## src/rtl/branch_update_queue.sv

```systemverilog
// branch_update_queue: in-order FIFO of resolved branches draining onto predictor update ports.
// Optional statistics counters enabled by defining BRANCH_UPDATE_STATS_EN.
module branch_update_queue #(
  parameter int SIZE  = 32,
  parameter int DEPTH = 8,
  parameter int DRAIN = 2
) (
  input  logic                       clk,
  input  logic                       reset,
  input  logic                       resolve_valid_i_0,
  input  logic [SIZE-1:0]            resolve_pc_0,
  input  logic                       resolve_pred_taken_0,
  input  logic                       resolve_taken_0,
  input  logic                       resolve_valid_i_1,
  input  logic [SIZE-1:0]            resolve_pc_1,
  input  logic                       resolve_pred_taken_1,
  input  logic                       resolve_taken_1,
  input  logic                       resolve_valid_i_2,
  input  logic [SIZE-1:0]            resolve_pc_2,
  input  logic                       resolve_pred_taken_2,
  input  logic                       resolve_taken_2,
  output logic                       resolve_ready_o,
  output logic                       drop_o,
  output logic [SIZE-1:0]            update_prediction_pc_0,
  output logic [SIZE-1:0]            update_prediction_pc_1,
  output logic [SIZE-1:0]            update_prediction_pc_2,
  output logic                       update_prediction_valid_o_0,
  output logic                       update_prediction_valid_o_1,
  output logic                       update_prediction_valid_o_2,
  output logic                       misprediction_0,
  output logic                       misprediction_1,
  output logic                       misprediction_2,
  output logic [$clog2(DEPTH):0]     queue_count_o,
  output logic [31:0]                stat_branches_o,
  output logic [31:0]                stat_mispredicts_o
);

  localparam int AW = $clog2(DEPTH);
  localparam int CW = AW + 1;

  logic [CW-1:0]   count;
  logic [AW-1:0]   wr_ptr;
  logic [AW-1:0]   rd_ptr;
  logic [SIZE-1:0] pc_mem [DEPTH];
  logic [DEPTH-1:0] mp_mem;

  logic [2:0]      in_v;
  logic [2:0]      in_mp;
  logic [SIZE-1:0] in_pc [3];

  logic            ready;
  logic [1:0]      off [3];
  logic [1:0]      n_push;
  logic [1:0]      n_pop;
  logic [2:0]      pop_sel;
  logic [AW-1:0]   w_idx [3];
  logic [AW-1:0]   r_idx [3];

  logic [SIZE-1:0] upd_pc [3];
  logic [2:0]      upd_v;
  logic [2:0]      upd_mp;

  assign in_v = {resolve_valid_i_2,
                 resolve_valid_i_1,
                 resolve_valid_i_0};
  assign in_mp = {resolve_pred_taken_2 ^ resolve_taken_2,
                  resolve_pred_taken_1 ^ resolve_taken_1,
                  resolve_pred_taken_0 ^ resolve_taken_0};
  assign in_pc[0] = resolve_pc_0;
  assign in_pc[1] = resolve_pc_1;
  assign in_pc[2] = resolve_pc_2;

  // Room for a full 3-lane push; depends on occupancy only.
  assign ready = count <= CW'(DEPTH - 3);

  // Lane compaction offsets, push/pop counts and ring indices.
  always_comb begin
    off[0] = 2'd0;
    off[1] = 2'(in_v[0]);
    off[2] = 2'(in_v[0]) + 2'(in_v[1]);
    n_push = 2'd0;
    if (ready)
      n_push = 2'(in_v[0]) + 2'(in_v[1]) + 2'(in_v[2]);
    if (count >= CW'(DRAIN))
      n_pop = 2'(DRAIN);
    else
      n_pop = count[1:0];
    for (int j = 0; j < 3; j++) begin
      pop_sel[j] = 2'(j) < n_pop;
      w_idx[j]   = wr_ptr + AW'(off[j]);
      r_idx[j]   = rd_ptr + AW'(j);
    end
  end

  // Pointer, occupancy and drop-pulse state.
  always_ff @(posedge clk or negedge reset) begin
    if (!reset) begin
      count  <= '0;
      wr_ptr <= '0;
      rd_ptr <= '0;
      drop_o <= 1'b0;
    end else begin
      count  <= count + CW'(n_push) - CW'(n_pop);
      wr_ptr <= wr_ptr + AW'(n_push);
      rd_ptr <= rd_ptr + AW'(n_pop);
      drop_o <= (|in_v) & ~ready;
    end
  end

  // Entry storage; compacted lanes land in consecutive slots.
  always_ff @(posedge clk) begin
    for (int i = 0; i < 3; i++) begin
      if (ready && in_v[i]) begin
        pc_mem[w_idx[i]] <= in_pc[i];
        mp_mem[w_idx[i]] <= in_mp[i];
      end
    end
  end

  // Registered update ports; oldest popped entry on port 0.
  always_ff @(posedge clk or negedge reset) begin
    if (!reset) begin
      upd_v  <= '0;
      upd_mp <= '0;
      for (int j = 0; j < 3; j++)
        upd_pc[j] <= '0;
    end else begin
      for (int j = 0; j < 3; j++) begin
        if (pop_sel[j]) begin
          upd_v[j]  <= 1'b1;
          upd_mp[j] <= mp_mem[r_idx[j]];
          upd_pc[j] <= pc_mem[r_idx[j]];
        end else begin
          upd_v[j]  <= 1'b0;
          upd_mp[j] <= 1'b0;
          upd_pc[j] <= '0;
        end
      end
    end
  end

  assign resolve_ready_o             = ready;
  assign queue_count_o               = count;
  assign update_prediction_pc_0      = upd_pc[0];
  assign update_prediction_pc_1      = upd_pc[1];
  assign update_prediction_pc_2      = upd_pc[2];
  assign update_prediction_valid_o_0 = upd_v[0];
  assign update_prediction_valid_o_1 = upd_v[1];
  assign update_prediction_valid_o_2 = upd_v[2];
  assign misprediction_0             = upd_mp[0];
  assign misprediction_1             = upd_mp[1];
  assign misprediction_2             = upd_mp[2];

`ifdef BRANCH_UPDATE_STATS_EN
  logic [31:0] st_br;
  logic [31:0] st_mp;
  logic [1:0]  n_pop_mp;

  function automatic logic [31:0] sat_add(
    input logic [31:0] a,
    input logic [1:0]  b
  );
    logic [32:0] s;
    s = {1'b0, a} + 33'(b);
    return s[32] ? '1 : s[31:0];
  endfunction

  // Number of popped entries carrying a mispredict.
  always_comb begin
    n_pop_mp = 2'd0;
    for (int j = 0; j < 3; j++)
      n_pop_mp = n_pop_mp
               + 2'(pop_sel[j] & mp_mem[r_idx[j]]);
  end

  // Saturating counters, aligned with the update outputs.
  always_ff @(posedge clk or negedge reset) begin
    if (!reset) begin
      st_br <= '0;
      st_mp <= '0;
    end else begin
      st_br <= sat_add(st_br, n_pop);
      st_mp <= sat_add(st_mp, n_pop_mp);
    end
  end

  assign stat_branches_o    = st_br;
  assign stat_mispredicts_o = st_mp;
`else
  assign stat_branches_o    = '0;
  assign stat_mispredicts_o = '0;
`endif

endmodule

```

## config.mk

```make
export PLATFORM = sky130hd
export DESIGN_NAME = branch_update_queue
export DESIGN_NICKNAME = d
export VERILOG_FILES = /design/src/rtl/branch_update_queue.sv
export SDC_FILE = /design/constraint.sdc
export NUM_CORES = 1
export LEC_CHECK = 0
export BUFFER_PORTS_ARGS = -buffer_cell sky130_fd_sc_hd__buf_4
export CAP_MARGIN = 20
export CORE_AREA = 10 10 310 312
export DETAILED_ROUTE_END_ITERATION = 16
export DIE_AREA = 0 0 320 322
export SYNTH_ARGS = -nofsm -noshare
export SYNTH_HDL_FRONTEND = slang
export SYNTH_SLANG_ARGS = --single-unit
```

## constraint.sdc

```tcl
create_clock -name clk -period 3.6 [get_ports clk]
set_input_delay 0.36 -clock clk [delete_from_list [all_inputs] [get_ports clk]]
set_output_delay 0.36 -clock clk [all_outputs]
set_load 0.02 [all_outputs]
```

* Yosys cells after proc, flatten, opt, wreduce, memory -nomap -nowiden
Memory sizes are Yosys's and may differ from the RTL's.
Index checks and enable logic that the tools add are counted.
** Cells by class
- Add/subtract/negate cells :: 10
- Magnitude comparators :: 14
- Muxes and demuxes :: 35
- Reduce and logical (&&, ||, !) cells :: 7
- Bitwise operators :: 5
** Operators by type and width (number)
- 32-bit 2-to-1 mux :: 3
- 8-bit bitwise mux :: 3
- 3-bit by 4-bit less-than comparator with 1-bit output (second input constant) :: 6
- 8-bit 2-to-1 mux :: 3
- 1-bit 2-to-1 mux :: 18
- 3-bit by 2-bit adder with 3-bit output :: 3
- 1-bit binary-select mux with 3-bit select :: 3
- 1-bit demux with 3-bit select :: 3
- 3-bit by 1-bit >= comparator with 1-bit output (second input constant) :: 3
- 1-bit logical AND :: 6
- 4-bit by 2-bit adder with 4-bit output :: 1
- 4-bit by 2-bit >= comparator with 1-bit output (second input constant) :: 1
- 4-bit by 3-bit <= comparator with 1-bit output (second input constant) :: 1
- 1-bit by 2-bit less-than comparator with 1-bit output (first input constant) :: 2
- 2-bit 2-to-1 mux :: 2
- 4-bit by 2-bit subtractor with 4-bit output :: 1
- 3-bit by 1-bit adder with 3-bit output :: 1
- 3-bit by 1-bit adder with 3-bit output (second input constant) :: 1
- 3-bit by 2-bit adder with 3-bit output (second input constant) :: 1
- 3-bit OR reduction :: 1
- 1-bit XOR :: 3
- 1-bit by 1-bit adder with 2-bit output :: 1
- 2-bit by 1-bit adder with 2-bit output :: 1
- 2-bit less-than comparator (first input constant) :: 1
- 2 further kinds :: 2
** Storage, ports and cells
- Memory bits (writable) :: 256
- Flip-flop bits (word level) :: 121
- Output and inout port bits :: 172
- Memories :: 1
- Input port bits :: 107
- Word-level logic and storage cells :: 82
** Memories
- pc_mem :: depth 8, bits a word 32, read ports 3, clocked after memory_dff 0, write ports 3, RTL line 44 : logic [SIZE-1:0] pc_mem [DEPTH];

* Longest topological paths before layout
- Word-level depth :: 10
- Mapped depth :: 13

* Least setup slack after synthesis
No wires, ideal clock.
- Kind :: input-to-reg
- Start :: input port resolve_valid_i_1
- End :: memory pc_mem[3][0], enable pin
- Arrival time :: 2.904 ns
- Path slack :: 0.219 ns
- Library setup time :: 0.478 ns
- Stages on the path :: 11
- Data required time :: 3.122 ns
- Path through :: inv_1 ha_1 ha_1 inv_1 fa_1 xnor2_1 nor2_1 nand2_1 clkbuf_1 clkbuf_1 nand2_1
** RTL lines
- start: declaration :: RTL line 14 : input logic resolve_valid_i_1,
- end: declaration :: RTL line 44

==> run summary <==
Status -> finished clean
Final core occ -> 0.294
CP dominant cell by count -> ha_1
Cells after synthesis -> 1896
Least-Margin Pin Slew -> 943 ps
Share of the synthesized area in the top cell type -> 0.346
# DRC -> 0
H-tree levels -> 2
WP buf/inv -> 1
Netlist cell types -> 44
Filler cells -> 9096
Die Ht -> 322 um
Layout Cells excl Fill -> 3235
Num rows -> 110
Dpl hpwl -> 49100 um
Skew-Pair Late Insertion Delay -> 610 ps
Simple-gate portion of the synthesized area -> 0.0816
Clock-pin slew on the worst setup and hold paths -> 60 ps
Area share of fa/ha/maj cells after synthesis -> 0.0130
Family with the most delay on the worst path -> buffers and inverters
Post-synthesis compound-gate area fraction -> 0.0741
Period utilization -> 0.809
Synthesized flop and latch total -> 377
First-pass GRT wire length -> 108000 um
Root buffer cell -> clkbuf_16
I/O Pins -> 279
Starting DRC count in detailed routing -> 1365
Pwr Density -> 921 nW/um^2
Post-DRT Antenna Nets -> 0
Largest net degree at the start of global routing -> 80
Via/cell ratio -> 4.75
Critical Path RT -> 3930 ps
Clock buffer depth -> 3
Detailed-route via count -> 15353
Die width -> 320 um
Vias in the first global route -> 15386
Setup crit end kind -> register
Synth warn -> 0
Num CTS Buffers -> 47
Post-synthesis xor/xnor area fraction -> 0.00513
Setup TNS -> 0 ps
Die area -> 103000 um^2
Number of synthesized flops with an enable pin -> 256
Commonest cells post-synth -> mux2i_1 (289), edfxtp_1 (256), nand2_1 (250)
Final setup fails -> 0
Setup slack after layout -> 687 ps
Synth Flop Type -> edfxtp_1
Input/output buffers -> 214
Largest family of logic cells by synthesized area -> multiplexers
Share of flip-flops with an asynchronous set or reset -> 0.300
Critical Path Slowest Stage Cell -> buf_4
Mux cell area share after synthesis -> 0.264
Net count, final -> 2146
Crit Path Max Fanout -> 27
Maximum VDD drop -> 0.591 mV
Hold slack -> 113 ps
Global route overflow -> 0
Cell taking the most area after synthesis -> edfxtp_1
Post-synthesis sequential area ratio -> 0.481
Worst slack, placed -> 428 ps
Final number of max-transition violations -> 0
Syn_area_per_cell -> 11.7 um^2
Delay of the slowest critical-path stage -> 630 ps
Max Cap Viol -> 0
DRT Pass-1 Iters -> 5
Initial antenna violation count -> 6
Clock tree from TritonCTS -> built
Worst Skew -> 20.7 ps
Crit path cell chain -> ha_1 > ha_1 > xor2_1 > nor2_1 > nand2_4 > buf_4 > mux2i_1 > o21ai_0
Ranking of synthesized cells by area -> edfxtp_1 (35%), mux4_2 (13%), mux2i_1 (13%)
Rel. slew slack -> 0.369
Count leader, synth -> mux2i_1
Post-placement cell count -> 3143
P&R area growth vs syn -> 18.5%
Leakage -> 0.0106 uW
Highest clock rate -> 343 MHz
Final Hold Fails -> 0
Layout cell share with drive strength beyond 1 -> 0.249
CTS sink cnt -> 377
GRT Util Overall -> 0.139
Core area -> 89600 um^2
GP Congestion -> 0.791
Min Clock Period, post-route -> 2910 ps
Total Wirelength -> 74100 um
RSZ-0062 raised after global routing -> no
Wirelength per Cell -> 22.9 um
Synth Cell Area -> 22200 um^2
Hold crit path type -> input port to register
Crit path arrival time -> 3240 ps
Kind of critical path -> register to register
Starting density of the core -> 0.248
Startpoint type of the worst setup path -> register
-- worst register-to-register path, cell delays in order, from the launching register on --
cell and delay, ps:
dfrtp_1 430, ha_1 210, ha_1 210, xor2_1 350, nor2_1 210, nand2_4 210
buf_4 630, mux2i_1 270, o21ai_0 120
-- where the power goes --
part | switching (uW) | total (uW) | internal, uW
clock | 2010 | 4980 | 2970
sequential | 802 | 7480 | 6680
combinational | 7000 | 11800 | 4800
total | 9810 | 24300 | 14400
-- flip-flops by register name (all words and copies together) (netlist names) --
name,flops
pc_mem,256
update_prediction_pc_1,32
mp_mem,8
wr_ptr,3
upd_v,3
drop_o,1
update_prediction_pc_0,32
upd_mp,3
queue_count_o,4
rd_ptr,3
update_prediction_pc_2,32
-- repair_timing --
action                    in CTS  in global routing
gates resized for setup        0                  0
setup buffers                  0                  0
hold endpoints to repair      77                  0
hold buffers                   1                  0
-- area by class of cell --
class / count / area, um^2 / share of cell area
clock inverter: 18 / 262 / 0.00993
timing repair buffer: 271 / 2240 / 0.0851
multi-input combinational: 1306 / 10300 / 0.389
antenna: 1 / 2.50 / 0.0000950
sequential: 377 / 10700 / 0.406
inverter: 16 / 60.1 / 0.00228
tap: 1176 / 1470 / 0.0559
clock buffer: 70 / 1350 / 0.0514
-- per-stage QoR --
step	instance area (um^2)	total power [uW]
finish	26300	24300
global route	26300	25600
CTS	26300	24600
detailed placement	24700	19500
global placement	24700	19300
floorplan	22600	15000
-- layer usage --
layer,track usage,share of wire,vias up
li1,-,-,6943
met3,0.0326,0.078,131
met2,0.241,0.50,643
met1,0.170,0.40,7636
met4,0.0433,0.030,0
met5,0,0,-
-- kinds of logic after synthesis --
kind of cell               Yosys count
and+or+nand+nor                    437
muxes                              421
DFF                                377
AOI/OAI and AO/OA                  317
buffers and inverters              310
adders and majority gates           20
xor gates and xnor gates            13
other                                1
-- layout by cell type (no fill, tap or decap), drive strengths merged, types with 6 or more instances in the layout --
master    n
nor4      7
a21oi   134
dfxtp     8
xor2      7
dfrtp   113
clkbuf   70
mux4    132
nand2   252
o21ai   160
a31oi     6
mux2i   289
inv      18
xnor2     6
conb     98
ha       15
clkinv    9
nand3     6
nor2    151
buf     270
edfxtp  256
-- worst paths after layout --
kind	start	end	slack (ps)	cells after the start
worst max-delay path	wr_ptr[0]	pc_mem[0][11]	690	8
worst min-delay path	resolve_pc_2[12]	pc_mem[4][12]	110	3
worst max register to register	wr_ptr[0]	pc_mem[0][11]	690	8
worst min register to register	wr_ptr[0]	wr_ptr[0]	630	1
max in group asynchronous	reset	update_prediction_pc_2[31]	2280	3
min in group asynchronous	reset	update_prediction_pc_1[28]	410	2
(Power assumes the default switching activity.)
